## src/rtl/mem_port_arbiter_if.sv

```systemverilog
// mem_port_arbiter_if
// Bundles the I-cache, D-cache and physical-memory handshake signals that
// meet at the memory port arbiter.
//   slave  : arbiter view (takes requests and pmem responses, drives grants)
//   master : environment view (caches + memory model)
// Signals:
//   icache_read/address -> icache_rdata/resp     I-side line read
//   dcache_read/write/address/wdata -> dcache_rdata/resp   D-side line access
//   pmem_read/write/address/wdata <- pmem_rdata/resp       memory port
//   arb_busy                                                arbiter not idle
interface mem_port_arbiter_if #(
  parameter int ADDR_W = 16,
  parameter int LINE_W = 128
);
  logic              icache_read;
  logic [ADDR_W-1:0] icache_address;
  logic [LINE_W-1:0] icache_rdata;
  logic              icache_resp;

  logic              dcache_read;
  logic              dcache_write;
  logic [ADDR_W-1:0] dcache_address;
  logic [LINE_W-1:0] dcache_wdata;
  logic [LINE_W-1:0] dcache_rdata;
  logic              dcache_resp;

  logic              pmem_read;
  logic              pmem_write;
  logic [ADDR_W-1:0] pmem_address;
  logic [LINE_W-1:0] pmem_wdata;
  logic [LINE_W-1:0] pmem_rdata;
  logic              pmem_resp;

  logic              arb_busy;

  modport slave (
    input  icache_read, icache_address,
    input  dcache_read, dcache_write, dcache_address, dcache_wdata,
    input  pmem_rdata, pmem_resp,
    output icache_rdata, icache_resp,
    output dcache_rdata, dcache_resp,
    output pmem_read, pmem_write, pmem_address, pmem_wdata,
    output arb_busy
  );

  modport master (
    output icache_read, icache_address,
    output dcache_read, dcache_write, dcache_address, dcache_wdata,
    output pmem_rdata, pmem_resp,
    input  icache_rdata, icache_resp,
    input  dcache_rdata, dcache_resp,
    input  pmem_read, pmem_write, pmem_address, pmem_wdata,
    input  arb_busy
  );
endinterface

```

## src/rtl/mem_port_arbiter.sv

```systemverilog
// mem_port_arbiter
// Shares one physical-memory port between the I-cache and D-cache, one
// transaction at a time. D requests win, but after MAX_D_STREAK consecutive
// D grants with an I request waiting, the I side is forced through.
// Ports:
//   clk    rising-edge clock
//   reset  asynchronous, active-high; aborts any transaction in flight
//   bus    mem_port_arbiter_if.slave (request, response and pmem signals)
//
// state   | meaning
// IDLE    | no transaction; arbitrate on this edge
// SERVE_I | I-side read in flight, waiting for pmem_resp
// SERVE_D | D-side read or write in flight, waiting for pmem_resp
module mem_port_arbiter #(
  parameter int ADDR_W       = 16,
  parameter int LINE_W       = 128,
  parameter int MAX_D_STREAK = 4
) (
  input logic clk,
  input logic reset,
  mem_port_arbiter_if.slave bus
);
  localparam int STREAK_W = $clog2(MAX_D_STREAK + 1);

  typedef enum logic [1:0] {IDLE, SERVE_I, SERVE_D} state_t;

  state_t              r_state;
  logic [STREAK_W-1:0] r_d_streak;
  logic                r_pmem_read;
  logic                r_pmem_write;
  logic [ADDR_W-1:0]   r_pmem_address;
  logic [LINE_W-1:0]   r_pmem_wdata;

  logic w_d_req;
  logic w_grant_d;
  logic w_grant_i;

  assign w_d_req   = bus.dcache_read | bus.dcache_write;
  assign w_grant_d = w_d_req & (~bus.icache_read |
                                (r_d_streak < STREAK_W'(MAX_D_STREAK)));
  assign w_grant_i = bus.icache_read & ~w_grant_d;

  always_ff @(posedge clk or posedge reset) begin
    if (reset) begin
      r_state        <= IDLE;
      r_d_streak     <= '0;
      r_pmem_read    <= 1'b0;
      r_pmem_write   <= 1'b0;
      r_pmem_address <= '0;
      r_pmem_wdata   <= '0;
    end else begin
      case (r_state)
        IDLE: begin
          if (w_grant_d) begin
            r_state        <= SERVE_D;
            r_pmem_address <= bus.dcache_address;
            // Read+write together is treated as a write.
            if (bus.dcache_write) begin
              r_pmem_write <= 1'b1;
              r_pmem_wdata <= bus.dcache_wdata;
            end else begin
              r_pmem_read <= 1'b1;
            end
            // Streak only counts D grants that made a waiting I request wait longer.
            if (bus.icache_read) begin
              r_d_streak <= (r_d_streak == STREAK_W'(MAX_D_STREAK)) ?
                            r_d_streak : r_d_streak + STREAK_W'(1);
            end else begin
              r_d_streak <= '0;
            end
          end else if (w_grant_i) begin
            r_state        <= SERVE_I;
            r_pmem_address <= bus.icache_address;
            r_pmem_read    <= 1'b1;
            r_d_streak     <= '0;
          end
        end
        SERVE_I, SERVE_D: begin
          // Always return to IDLE: the forced idle cycle lets a requester
          // drop its request after resp without being re-granted.
          if (bus.pmem_resp) begin
            r_state      <= IDLE;
            r_pmem_read  <= 1'b0;
            r_pmem_write <= 1'b0;
          end
        end
        default: begin
          r_state      <= IDLE;
          r_pmem_read  <= 1'b0;
          r_pmem_write <= 1'b0;
        end
      endcase
    end
  end

  assign bus.pmem_read    = r_pmem_read;
  assign bus.pmem_write   = r_pmem_write;
  assign bus.pmem_address = r_pmem_address;
  assign bus.pmem_wdata   = r_pmem_wdata;
  assign bus.arb_busy     = (r_state != IDLE);

  // Response routing is combinational so the requester sees resp in the
  // same cycle memory completes.
  assign bus.icache_resp  = (r_state == SERVE_I) & bus.pmem_resp;
  assign bus.dcache_resp  = (r_state == SERVE_D) & bus.pmem_resp;
  assign bus.icache_rdata = (r_state == SERVE_I) ? bus.pmem_rdata : '0;
  assign bus.dcache_rdata = (r_state == SERVE_D) ? bus.pmem_rdata : '0;
endmodule

```

## src/flat_wrapper.sv

```systemverilog
// flat-port wrapper written by rule: the top's interface ports become plain ports
module mem_port_arbiter_flat 
#(
  parameter int ADDR_W       = 16,
  parameter int LINE_W       = 128,
  parameter int MAX_D_STREAK = 4
)
  (clk, reset, bus_icache_read, bus_icache_address, bus_dcache_read, bus_dcache_write, bus_dcache_address, bus_dcache_wdata, bus_pmem_rdata, bus_pmem_resp, bus_icache_rdata, bus_icache_resp, bus_dcache_rdata, bus_dcache_resp, bus_pmem_read, bus_pmem_write, bus_pmem_address, bus_pmem_wdata, bus_arb_busy);
  mem_port_arbiter_if #(.ADDR_W(ADDR_W), .LINE_W(LINE_W)) bus_i ();
  input logic clk;
  input logic reset;
  input wire logic [$bits(bus_i.icache_read)-1:0] bus_icache_read;
  input wire logic [$bits(bus_i.icache_address)-1:0] bus_icache_address;
  input wire logic [$bits(bus_i.dcache_read)-1:0] bus_dcache_read;
  input wire logic [$bits(bus_i.dcache_write)-1:0] bus_dcache_write;
  input wire logic [$bits(bus_i.dcache_address)-1:0] bus_dcache_address;
  input wire logic [$bits(bus_i.dcache_wdata)-1:0] bus_dcache_wdata;
  input wire logic [$bits(bus_i.pmem_rdata)-1:0] bus_pmem_rdata;
  input wire logic [$bits(bus_i.pmem_resp)-1:0] bus_pmem_resp;
  output wire logic [$bits(bus_i.icache_rdata)-1:0] bus_icache_rdata;
  output wire logic [$bits(bus_i.icache_resp)-1:0] bus_icache_resp;
  output wire logic [$bits(bus_i.dcache_rdata)-1:0] bus_dcache_rdata;
  output wire logic [$bits(bus_i.dcache_resp)-1:0] bus_dcache_resp;
  output wire logic [$bits(bus_i.pmem_read)-1:0] bus_pmem_read;
  output wire logic [$bits(bus_i.pmem_write)-1:0] bus_pmem_write;
  output wire logic [$bits(bus_i.pmem_address)-1:0] bus_pmem_address;
  output wire logic [$bits(bus_i.pmem_wdata)-1:0] bus_pmem_wdata;
  output wire logic [$bits(bus_i.arb_busy)-1:0] bus_arb_busy;
  assign bus_i.icache_read = bus_icache_read;
  assign bus_i.icache_address = bus_icache_address;
  assign bus_i.dcache_read = bus_dcache_read;
  assign bus_i.dcache_write = bus_dcache_write;
  assign bus_i.dcache_address = bus_dcache_address;
  assign bus_i.dcache_wdata = bus_dcache_wdata;
  assign bus_i.pmem_rdata = bus_pmem_rdata;
  assign bus_i.pmem_resp = bus_pmem_resp;
  assign bus_icache_rdata = bus_i.icache_rdata;
  assign bus_icache_resp = bus_i.icache_resp;
  assign bus_dcache_rdata = bus_i.dcache_rdata;
  assign bus_dcache_resp = bus_i.dcache_resp;
  assign bus_pmem_read = bus_i.pmem_read;
  assign bus_pmem_write = bus_i.pmem_write;
  assign bus_pmem_address = bus_i.pmem_address;
  assign bus_pmem_wdata = bus_i.pmem_wdata;
  assign bus_arb_busy = bus_i.arb_busy;
  mem_port_arbiter #(.ADDR_W(ADDR_W), .LINE_W(LINE_W), .MAX_D_STREAK(MAX_D_STREAK)) u_core (.clk(clk), .reset(reset), .bus(bus_i));
endmodule
```

## config.mk

```make
export PLATFORM = sky130hd
export DESIGN_NAME = mem_port_arbiter_flat
export DESIGN_NICKNAME = d
export VERILOG_FILES = /design/src/rtl/mem_port_arbiter_if.sv /design/src/rtl/mem_port_arbiter.sv /design/src/flat_wrapper.sv
export SDC_FILE = /design/constraint.sdc
export NUM_CORES = 1
export LEC_CHECK = 0
export CAP_MARGIN = 15
export CELL_PAD_IN_SITES_DETAIL_PLACEMENT = 1
export CELL_PAD_IN_SITES_GLOBAL_PLACEMENT = 1
export CORE_AREA = 2 2 273 275
export DETAILED_ROUTE_END_ITERATION = 10
export DIE_AREA = 0 0 275 277
export GPL_ROUTABILITY_DRIVEN = 0
export PLACE_DENSITY = 0.43
export SLEW_MARGIN = 20
export SYNTH_ARGS = -nofsm -noshare
export SYNTH_HDL_FRONTEND = slang
export SYNTH_SLANG_ARGS = --single-unit
export TNS_END_PERCENT = 30
```

## constraint.sdc

```tcl
create_clock -name clk -period 5.5 [get_ports clk]
set_clock_uncertainty 0.05 [all_clocks]
set_input_delay 0.825 -clock clk [delete_from_list [all_inputs] [get_ports clk]]
set_output_delay 0.825 -clock clk [all_outputs]
set_load 0.05 [all_outputs]
```

==> summary.md, run 1 <==
| Metric | Value |
|---|---|
| Slew @ Worst Pin | `just under 1 ns` |
| Internal | `approximately 5.2 mW` |
| Setup ws final | `roughly 1.5 ns` |
| Starting Density | `around 11%` |
| Clock Power Share | `11.8%` |
| Area of the core | `0.07357 sq mm` |
| Combinational cell fraction of total power | `a little over two thirds` |
| Final hold vios | `0` |
| Hold buffer count at CTS | `0` |
| Dominant cells by area after synthesis | `dfrtp_1 (46%), and2_1 (20%), mux2_4 (18%), mux2_2 (3.7%), buf_12 (3.2%)` |
| Hold/Removal Path Class | `flip-flop to flip-flop` |
| DRC | `0` |
| IO buf count | `roughly 700` |
| Setup crit start | `u_core.r_state[1]` |
| R2r endpoint | `u_core.bus.pmem_wdata[21]` |
| CP endpoint | `bus_icache_resp` |
| WP data arrival | `between 3 and 4 ns` |
| Leak pwr | `6.811 nW` |
| Area leader, netlist | `dfrtp_1` |
| Unique masters post-synth | `32` |
| TritonCTS Buffers | `17` |
| Reg2Reg Depth | `5` |
| Share of cells above drive strength 1 | `between 10% and 20%` |
| CTS-repair resized insts | `0` |
| Seq pwr share | `about 19%` |
| Setup WS pre-CTS | `around 1.9 ns` |
| Post-synthesis sequential area ratio | `between 40 and 50%` |
| Remaining Overflow, GRT | `0` |
| Filler instances | `approximately 8300` |
| Switch Pwr | `roughly 5.7 mW` |
| CTS tree | `yes` |
| Root buffer selected by CTS | `clkbuf_16` |
| Final worst path period need | `3.980 ns` |
| Max Buffers Root-to-Sink | `2` |
| Syn Area/Cell | `around 12 sq um` |
| Pin count of the biggest net entering global routing | `between 90 and 100` |
| Final setup fails | `0` |
| Final worst path period share | `between 70 and 80%` |
| Status | `completed` |
| RSZ-0062 raised after global routing | `no` |
| Critical Path Start Type | `flip-flop` |
| Critical path class | `flip-flop to primary output` |
| Mapped cell area | `a little over 0.008 sq mm` |
| Yosys Warn Count | `0` |
| Relative slew slack | `approximately 35%` |
| CTS sink cnt | `approximately 150` |
| Post-synth EDFFs | `0` |
| VDD IR max | `approximately 0.00035 V` |
| Rows | `100` |
| Worst EP required | `approximately 4.6 ns` |
| Die height | `between 200 and 300 um` |
| Io pins | `approximately 700` |
| Vias | `7716` |
| Register bit total from synthesis | `~150` |
| Post-layout nets | `about 1600` |
| Synth Flop Type | `dfrtp_1` |
| Worst-Skew Late Latency | `0.45 ns` |
| DR WL/cell | `around 21 um` |
| Initial antenna violation count | `21` |
| ANT nets after route | `0` |
| Hpwl dp | `roughly 42 mm` |
| H-tree lvl count | `4` |
| GRT Total Usage | `12.51%` |
| Final Max Tran Viols | `0` |
| DIE AREA | `around 0.076 sq mm` |
| Post-synth net total | `971` |
| Via density | `between 3 and 4` |
| DRT iter0 DRCs | `roughly 170` |
| Worst R2R Setup Slack | `~2.5 ns` |
| Max_cap viols | `0` |
| Power density over cell area | `651.8 mW/mm^2` |
| Commonest cells in the synthesized netlist | `and2_1 (258), dfrtp_1 (151), mux2_4 (101)` |
| Area delta synth->final | `104.1%` |
| DIE WIDTH | `275 um` |
| Cell with the most instances after synthesis | `and2_1` |
| Vias in the first global route | `approximately 8500` |
| Maximum clock rate | `between 200 and 300 MHz` |
| CP endpoint kind | `primary output` |
| Worst r2r src | `u_core.r_state[0]` |
| Async SR Flop Fraction | `100.0%` |
| Top cell type's share of synthesized area | `between 40% and 50%` |
| Crit-path max FO | `75` |
| WL final | `between 40 and 50 mm` |
| Post-route setup TNS | `0 ns` |
| Iteration count of the initial detailed-routing pass | `4` |
| Switch share | `52.37%` |
| Worst-path clk slew | `~0.060 ns` |
| Mapped Cells | `between 600 and 700` |
| First-pass GRT wire length | `between 60 and 70 mm` |
| Setup bufs post-CTS | `0` |
## worst max-delay path: stages (launching register included)
cell and delay (ns):
dfrtp_1 0.41, inv_1 0.15, ha_4 0.60, buf_4 0.43, and2_1 0.20, clkdlybuf4s50_1 0.80
## worst min-delay path by stage
stage / start / slack (ns) / end / cells after the start
3_3_place_gp: u_core.bus.pmem_address[2] / 0.42 / u_core.bus.pmem_address[2] / 2
6_report: u_core.bus.pmem_address[9] / 0.43 / u_core.bus.pmem_address[9] / 2
5_1_grt: u_core.bus.pmem_address[13] / 0.46 / u_core.bus.pmem_address[13] / 2
3_5_place_dp: u_core.bus.pmem_address[13] / 0.42 / u_core.bus.pmem_address[13] / 2
2_1_floorplan: u_core.r_d_streak[1] / 0.43 / u_core.r_d_streak[1] / 2
4_1_cts: u_core.bus.pmem_address[9] / 0.44 / u_core.bus.pmem_address[9] / 2
## power groups by stage
stage	registers [mW]	clock network, mW	logic, mW
after floorplan	3.92	0	3.15
after global placement	2.02	0	7.72
after detailed placement	2.02	0	7.73
after CTS	2.03	1.36	7.74
after global routing	2.11	1.39	7.96
final	2.02	1.29	7.62
## through the flow
stage	cell area (sq um)	std cells	utilization (%)	power, mW	hold slack [ns]
4_1_cts	16760	2331	22.78	11.13	0.4370
3_3_place_gp	16130	2299	21.92	9.733	0.4193
5_1_grt	16760	2331	22.78	11.46	0.4578
6_report	16760	2332	22.78	10.93	0.4323
2_1_floorplan	8212	672	-	7.071	0.4253
3_5_place_dp	16130	2299	21.92	9.749	0.4242
## state kept, by name, summed over array words and instances, names as in the netlist
register and count:
u_core.r_state 2, u_core.bus.pmem_wdata 128, u_core.r_d_streak 3, u_core.bus.pmem_write 1, u_core.bus.pmem_address 16, u_core.bus.pmem_read 1
## layout make-up
cell class / count / area, sq um / share of cell area (%)
Timing Repair Buffer: 707 / 7092 / 42.31
Multi-Input combinational cell: 465 / 4013 / 23.94
Sequential cell: 151 / 3779 / 22.54
Tap cell: 969 / 1212 / 7.233
Clock buffer: 20 / 466.7 / 2.784
Clock inverter: 12 / 165.2 / 0.9854
Inverter: 7 / 31.28 / 0.1866
Antenna cell: 1 / 2.502 / 0.01493
## placed cells by master (no fill, tap or decap), types with 2 or more instances in the layout
cell / n
a21oi_1: 2
and2_1: 258
buf_12: 3
buf_4: 6
bufinv_16: 3
clkbuf_16: 17
clkbuf_8: 3
clkdlybuf4s50_1: 698
clkinv_4: 4
clkinvlp_4: 2
dfrtp_1: 151
ha_1: 3
ha_4: 2
inv_1: 6
inv_6: 2
mux2_2: 27
mux2_4: 101
mux2i_1: 16
nand2_1: 19
nor3_1: 2
o21ai_0: 17
o21ai_1: 3
## metal layers
metal / track usage (%) / share of wire [%] / up-vias
met5: 0 / 0.026 / -
met4: 2.509 / 1.7 / 2
met3: 5.341 / 10 / 65
met2: 23.56 / 53 / 416
met1: 12.67 / 35 / 3702
li1: - / - / 3531
## cell families after synthesis
family                     share of synthesized area [%]
muxes                                              24.12
buffers and inverters                              5.516
DFF                                                46.02
adders and majority gates                         0.7618
and+or+nand+nor                                    21.30
AOI/OAI and AO/OA                                  2.286
No activity file was read; power rests on OpenSTA's default activity.
==> run 2, diff against run 1 <==
clock period = 3.7 ns   (was 5.5 ns; I/O delays follow)
==> summary.md, run 2 (synthesis gave the netlist of run 1 again) <==
| Metric | Value |
|---|---|
| Via density | `3.331 (+0.67%)` |
| H-tree lvl count | `4 (unchanged)` |
| Critical Path Start Type | `flip-flop` |
| Max reg flops | `128 (unchanged)` |
| Hold/Removal Path Class | `flip-flop to flip-flop` |
| Worst R2R Setup Slack | `1.18 ns (-1.32 ns)` |
| Remaining Overflow, GRT | `0 (unchanged)` |
| Iteration count of the initial detailed-routing pass | `4 (unchanged)` |
| Final Max Tran Viols | `0 (unchanged)` |
| VDD IR max | `0.0004479 V (+29%)` |
| DP Area | `0.01619 sq mm (+0.36%)` |
| TritonCTS Buffers | `17 (unchanged)` |
| Area delta synth->final | `104.5%` |
| Maximum clock rate | `around 300 MHz` |
| Hpwl dp | `42.74 mm (+2.9%)` |
| CTS-repair resized insts | `0 (unchanged)` |
| Multi-input gate area | `0.004013 sq mm (unchanged)` |
| Pin count of the biggest net entering global routing | `152 (+62%)` |
| Worst r2r src | `u_core.r_state[0]` |
| Worst-Skew Late Latency | `0.44 ns (about the same)` |
| Post-route setup TNS | `0 ns (unchanged)` |
| DIE WIDTH | `275 um (unchanged)` |
| WL final | `50.68 mm (+2.7%)` |
| Hold Path Sink | `u_core.bus.pmem_address[9]` |
| CP endpoint kind | `primary output` |
| DR WL/cell | `21.65 um (+2.3%)` |
| RSZ-0062 raised after global routing | `no` |
| Hold buffer count at CTS | `0 (unchanged)` |
| Max Buffers Root-to-Sink | `2 (unchanged)` |
| GRT Total Usage | `12.78% (+0.26 points)` |
| Sequential standard cell area | `0.003779 sq mm (unchanged)` |
| Relative slew slack | `39.30% (+4.7 points)` |
| Share of cells above drive strength 1 | `13.25% (+0.25 points)` |
| Rows | `100 (unchanged)` |
| DRT iter0 DRCs | `206 (+25%)` |
| Hold path start | `u_core.bus.pmem_address[9]` |
| WP data arrival | `2.72 ns (-0.38 ns)` |
| Commonest non-fill, non-tap cell in the layout | `clkdlybuf4s50_1` |
| Switch share | `52.43% (+0.062 points)` |
| Final setup fails | `0 (unchanged)` |
| Power density over cell area | `965.0 mW/mm^2 (+48%)` |
| Setup bufs post-CTS | `0 (unchanged)` |
| Worst EP required | `3.09 ns (-1.53 ns)` |
| Setup ws final | `0.3702 ns (-1.150 ns)` |
| Combinational cell fraction of total power | `70.2% (+0.5 points)` |
| Io pins | `699 (unchanged)` |
| Slew @ Worst Pin | `0.9105 ns (-0.06985 ns)` |
| CTS tree | `yes` |
| Post-route cell area | `0.01679 sq mm (+0.20%)` |
| Internal | `7.710 mW (+48%)` |
| Vias in the first global route | `8454 (+0.035%)` |
| Vias | `7798 (+1.1%)` |
| Seq pwr share | `18.4% (about the same)` |
| Max_cap viols | `0 (unchanged)` |
| Initial antenna violation count | `30 (+43%)` |
| Setup WS pre-CTS | `0.7128 ns (-1.152 ns)` |
| Most frequent cells in the layout | `clkdlybuf4s50_1 (697), and2_1 (258), dfrtp_1 (151), mux2_4 (101), mux2_2 (27)` |
| Final hold vios | `0 (unchanged)` |
| Post-layout nets | `1653 (+0.30%)` |
| R2r endpoint | `u_core.bus.pmem_wdata[31]` |
| Hold depth | `2 (unchanged)` |
| Leak pwr | `6.823 nW (+0.17%)` |
| Switch Pwr | `8.497 mW (+49%)` |
| Filler instances | `8325 (-0.048%)` |
| Area of the core | `0.07357 sq mm (unchanged)` |
| Clock Power Share | `11.3% (-0.5 points)` |
| DIE AREA | `0.07618 sq mm (unchanged)` |
| First-pass GRT wire length | `68.53 mm (+1.4%)` |
| Root buffer selected by CTS | `clkbuf_16` |
| Critical path class | `flip-flop to primary output` |
| DRC | `0 (unchanged)` |
| CTS sink cnt | `151 (unchanged)` |
| Status | `completed` |
| Reg2Reg Depth | `5 (unchanged)` |
| Final worst path period share | `90.00%` |
| IO buf count | `698 (unchanged)` |
| Worst-path clk slew | `0.06 ns (about the same)` |
| Starting Density | `11.16% (unchanged)` |
| Die height | `277 um (unchanged)` |
| Final worst path period need | `between 3 and 4 ns` |
| ANT nets after route | `0 (unchanged)` |
| Crit-path max FO | `31 (-59%)` |
[run 2: cell count changes in the layout (fill, tap and decap cells not counted), moves of 2 or more]
cell,delta
buf_12,+2
buf_4,+4
clkbuf_8,-2
clkinv_2,+3
clkinv_4,-2
diode_2,+5
[run 2: critical path, cell delays in order (launching register included)]
cell	delay [ns]
dfrtp_1	0.40
inv_1	0.15
ha_4	0.33
buf_4	0.33
and2_1	0.17
clkdlybuf4s50_1	0.88
[run 2: per-layer routing]
| layer | global-route usage [%] | wire, um | up-vias |
|---|---|---|---|
| li1 | - | - | 3547 |
| met1 | 12.92 | 18010 | 3753 |
| met2 | 24.55 | 27170 | 419 |
| met3 | 4.726 | 4631 | 75 |
| met4 | 2.689 | 850 | 4 |
| met5 | 0 | 27 | - |
[run 2: through the flow]
stage	utilization [%]	std cells	total power, mW	hold WS [ns]
2_1_floorplan	-	672	10.51	0.4253
4_1_cts	22.81	2335	16.47	0.4358
5_1_grt	22.81	2335	16.95	0.4475
3_3_place_gp	22.00	2304	14.49	0.4173
6_report	22.83	2341	16.21	0.4308
3_5_place_dp	22.00	2304	14.51	0.4216
[run 2: how the worst max path moves through the flow]
stage	start	endpoint	slack, ns	depth (start not counted)
floorplan	reset	u_core.bus.pmem_address[0]	1.19	1
global placement	bus_pmem_rdata[3]	bus_dcache_rdata[3]	0.71	3
detailed placement	bus_pmem_rdata[3]	bus_dcache_rdata[3]	0.71	3
CTS	u_core.r_state[1]	bus_icache_rdata[60]	0.25	5
global route	u_core.r_state[1]	bus_icache_rdata[60]	0.18	5
finish	u_core.r_state[1]	bus_icache_rdata[60]	0.37	5
[run 2: layout make-up]
type,count,area share [%]
Inverter,7,0.1788
Clock inverter,12,0.9014
Antenna cell,6,0.08940
Multi-Input combinational cell,465,23.89
Tap cell,969,7.219
Timing Repair Buffer,712,42.58
Clock buffer,19,2.637
Sequential cell,151,22.50
[run 2: power by group through the flow]
stage / combinational, mW / clock (mW) / sequential, mW
CTS: 11.5 / 1.93 / 3.00
global route: 11.9 / 1.99 / 3.11
global placement: 11.5 / 0 / 2.97
finish: 11.4 / 1.84 / 2.99
floorplan: 4.69 / 0 / 5.82
detailed placement: 11.5 / 0 / 2.98
==> run 3, diff against run 2 <==
SETUP_SLACK_MARGIN = 0.4   (was unset)
==> summary.md, run 3 (synthesis gave the netlist of run 1 again) <==
| Metric | Value |
|---|---|
| Status | `completed` |
| DP Area | `0.01619 sq mm (unchanged)` |
| CTS tree | `yes` |
| Max incr delay on CP | `0.88 ns (about the same)` |
| WP buf/inv | `3 (unchanged)` |
| Post-layout nets | `1653 (unchanged)` |
| DIE AREA | `0.07618 sq mm (unchanged)` |
| Hold/Removal Path Class | `flip-flop to flip-flop` |
| ANT nets after route | `0 (unchanged)` |
| CP endpoint kind | `primary output` |
| TritonCTS Buffers | `17 (unchanged)` |
| Final worst path period need | `3.264 ns (-0.06588 ns)` |
| DRT iter0 DRCs | `205 (-0.49%)` |
| Io pins | `699 (unchanged)` |
| Post-route setup TNS | `0 ns (unchanged)` |
| Critical Path Start Type | `flip-flop` |
| Critical path class | `flip-flop to primary output` |
| Power density over cell area | `956.3 mW/mm^2 (-0.90%)` |
| Global-route met3 utilization | `4.778% (+0.052 points)` |
| Most frequent cells in the layout | `clkdlybuf4s50_1 (623), and2_1 (258), dfrtp_1 (151), mux2_4 (101), dlymetal6s2s_1 (48)` |
| DR WL/cell | `21.71 um (+0.27%)` |
| Remaining Overflow, GRT | `0 (unchanged)` |
| Final worst path period share | `88.21% (-1.8 points)` |
| Hold buffer count at CTS | `0 (unchanged)` |
| IO buf count | `698 (unchanged)` |
| Hpwl dp | `42.74 mm (unchanged)` |
| Area delta synth->final | `105.6%` |
| Slew @ Worst Pin | `0.9105 ns (-0.00006962 ns)` |
| GR Util met1 | `12.91% (about the same)` |
| Max reg flops | `128 (unchanged)` |
| Critical path's top delay family | `buffers and inverters` |
| RSZ-0062 raised after global routing | `yes` |
| CP max stage cell | `clkdlybuf4s50_1` |
| CTS sink cnt | `151 (unchanged)` |
| Worst-path clk slew | `0.06 ns (about the same)` |
| Via density | `3.337 (+0.19%)` |
| Setup ws final | `0.4361 ns (+0.06588 ns)` |
| WP data arrival | `2.66 ns (-0.06 ns)` |
| Max Buffers Root-to-Sink | `2 (unchanged)` |
| Vias | `7813 (+0.19%)` |
| WL final | `50.81 mm (+0.27%)` |
| Leak pwr | `7.744 nW (+13%)` |
| DRC | `0 (unchanged)` |
| Final setup fails | `0 (unchanged)` |
| Area of the core | `0.07357 sq mm (unchanged)` |
| Commonest non-fill, non-tap cell in the layout | `clkdlybuf4s50_1` |
| Max_cap viols | `0 (unchanged)` |
| Setup bufs post-CTS | `0 (unchanged)` |
| Share of cells above drive strength 1 | `13.25% (unchanged)` |
| Worst-Skew Late Latency | `0.44 ns (about the same)` |
| Root buffer selected by CTS | `clkbuf_16` |
| Relative slew slack | `39.30% (about the same)` |
| Initial antenna violation count | `30 (unchanged)` |
| Rows | `100 (unchanged)` |
| Starting Density | `11.16% (unchanged)` |
| Worst EP required | `3.09 ns (about the same)` |
| Pin count of the biggest net entering global routing | `152 (unchanged)` |
| H-tree lvl count | `4 (unchanged)` |
| VDD IR max | `0.0004479 V (about the same)` |
| GR peak layer | `met2` |
| Die height | `277 um (unchanged)` |
| Iteration count of the initial detailed-routing pass | `4 (unchanged)` |
| Setup WS pre-CTS | `0.7128 ns (unchanged)` |
| Maximum clock rate | `306.4 MHz (+2.0%)` |
| Critical path, cell by cell | `inv_1, ha_4, buf_4, and2_1, clkdlybuf4s50_1` |
| First-pass GRT wire length | `68.56 mm (about the same)` |
| End-of-flow core utilization | `22.95% (+0.12 points)` |
| Final Max Tran Viols | `0 (unchanged)` |
| GR Util met2 | `24.55% (about the same)` |
| Final hold vios | `0 (unchanged)` |
| Vias in the first global route | `8459 (+0.059%)` |
| Crit-path max FO | `24 (-23%)` |
| DIE WIDTH | `275 um (unchanged)` |
| Post-route cell area | `0.01688 sq mm (+0.52%)` |
| GRT Total Usage | `12.78% (about the same)` |
[run 3: cell types whose count changed in the layout (fill, tap and decap cells not counted)]
cell | before | now
clkdlybuf4s50_1 | 697 | 623
dlygate4sd2_1 | 0 | 26
dlymetal6s2s_1 | 0 | 48
[run 3: cell type report]
cell class	count	area [sq um]
diodes	6	15.01
clock inverters	12	151.4
fillers	8314	56690
flip-flops and latches	151	3779
inverters	7	30.03
well taps	969	1212
repair buffers	712	7239
clock buffers	19	442.9
multi-input cells	465	4013
[run 3: layer usage]
| metal | share of wire [%] | vias up |
|---|---|---|
| li1 | - | 3548 |
| met1 | 35 | 3760 |
| met2 | 53 | 426 |
| met3 | 9.4 | 75 |
| met4 | 1.7 | 4 |
| met5 | 0.053 | - |
[run 3: power by group]
group,internal [mW],leakage [nW],switching [mW]
sequential,2.50,1.78,0.493
clock,1.07,0.289,0.766
combinational,4.08,5.67,7.24
[run 3: metrics by stage]
step                hold slack (ns)  cells  power, mW
detailed placement           0.4216   2304      14.51
global placement             0.4173   2304      14.49
finish                       0.4308   2341      16.14
CTS                          0.4358   2335      16.42
floorplan                    0.4253    672      10.51
global route                 0.4475   2335      16.89
[run 3: timing repair]
action                                  CTS  global route
pin swaps                                 0             0
gates resized for setup                  26            48
endpoints found under the setup margin   88           160
[run 3: worst paths after layout]
| check | startpoint | cells after the start | end | slack (ns) |
|---|---|---|---|---|
| setup / recovery | u_core.r_state[1] | 5 | bus_icache_rdata[9] | 0.44 |
| hold / removal | u_core.bus.pmem_address[9] | 2 | u_core.bus.pmem_address[9] | 0.43 |
| setup reg to reg | u_core.r_state[0] | 5 | u_core.bus.pmem_wdata[31] | 1.18 |
| hold reg to reg | u_core.bus.pmem_address[9] | 2 | u_core.bus.pmem_address[9] | 0.43 |
| max in group asynchronous | reset | 3 | u_core.bus.pmem_wdata[97] | 2.26 |
| min in group asynchronous | reset | 3 | u_core.bus.pmem_wdata[32] | 0.68 |
[run 3: worst min-delay path, delay by kind of cell, from the launching register on]
family / cells / cell delay (ns)
AO/OA/AOI/OAI: 1 / 0.06
flip-flops: 1 / 0.34
AND/OR/NAND/NOR: 1 / 0.05
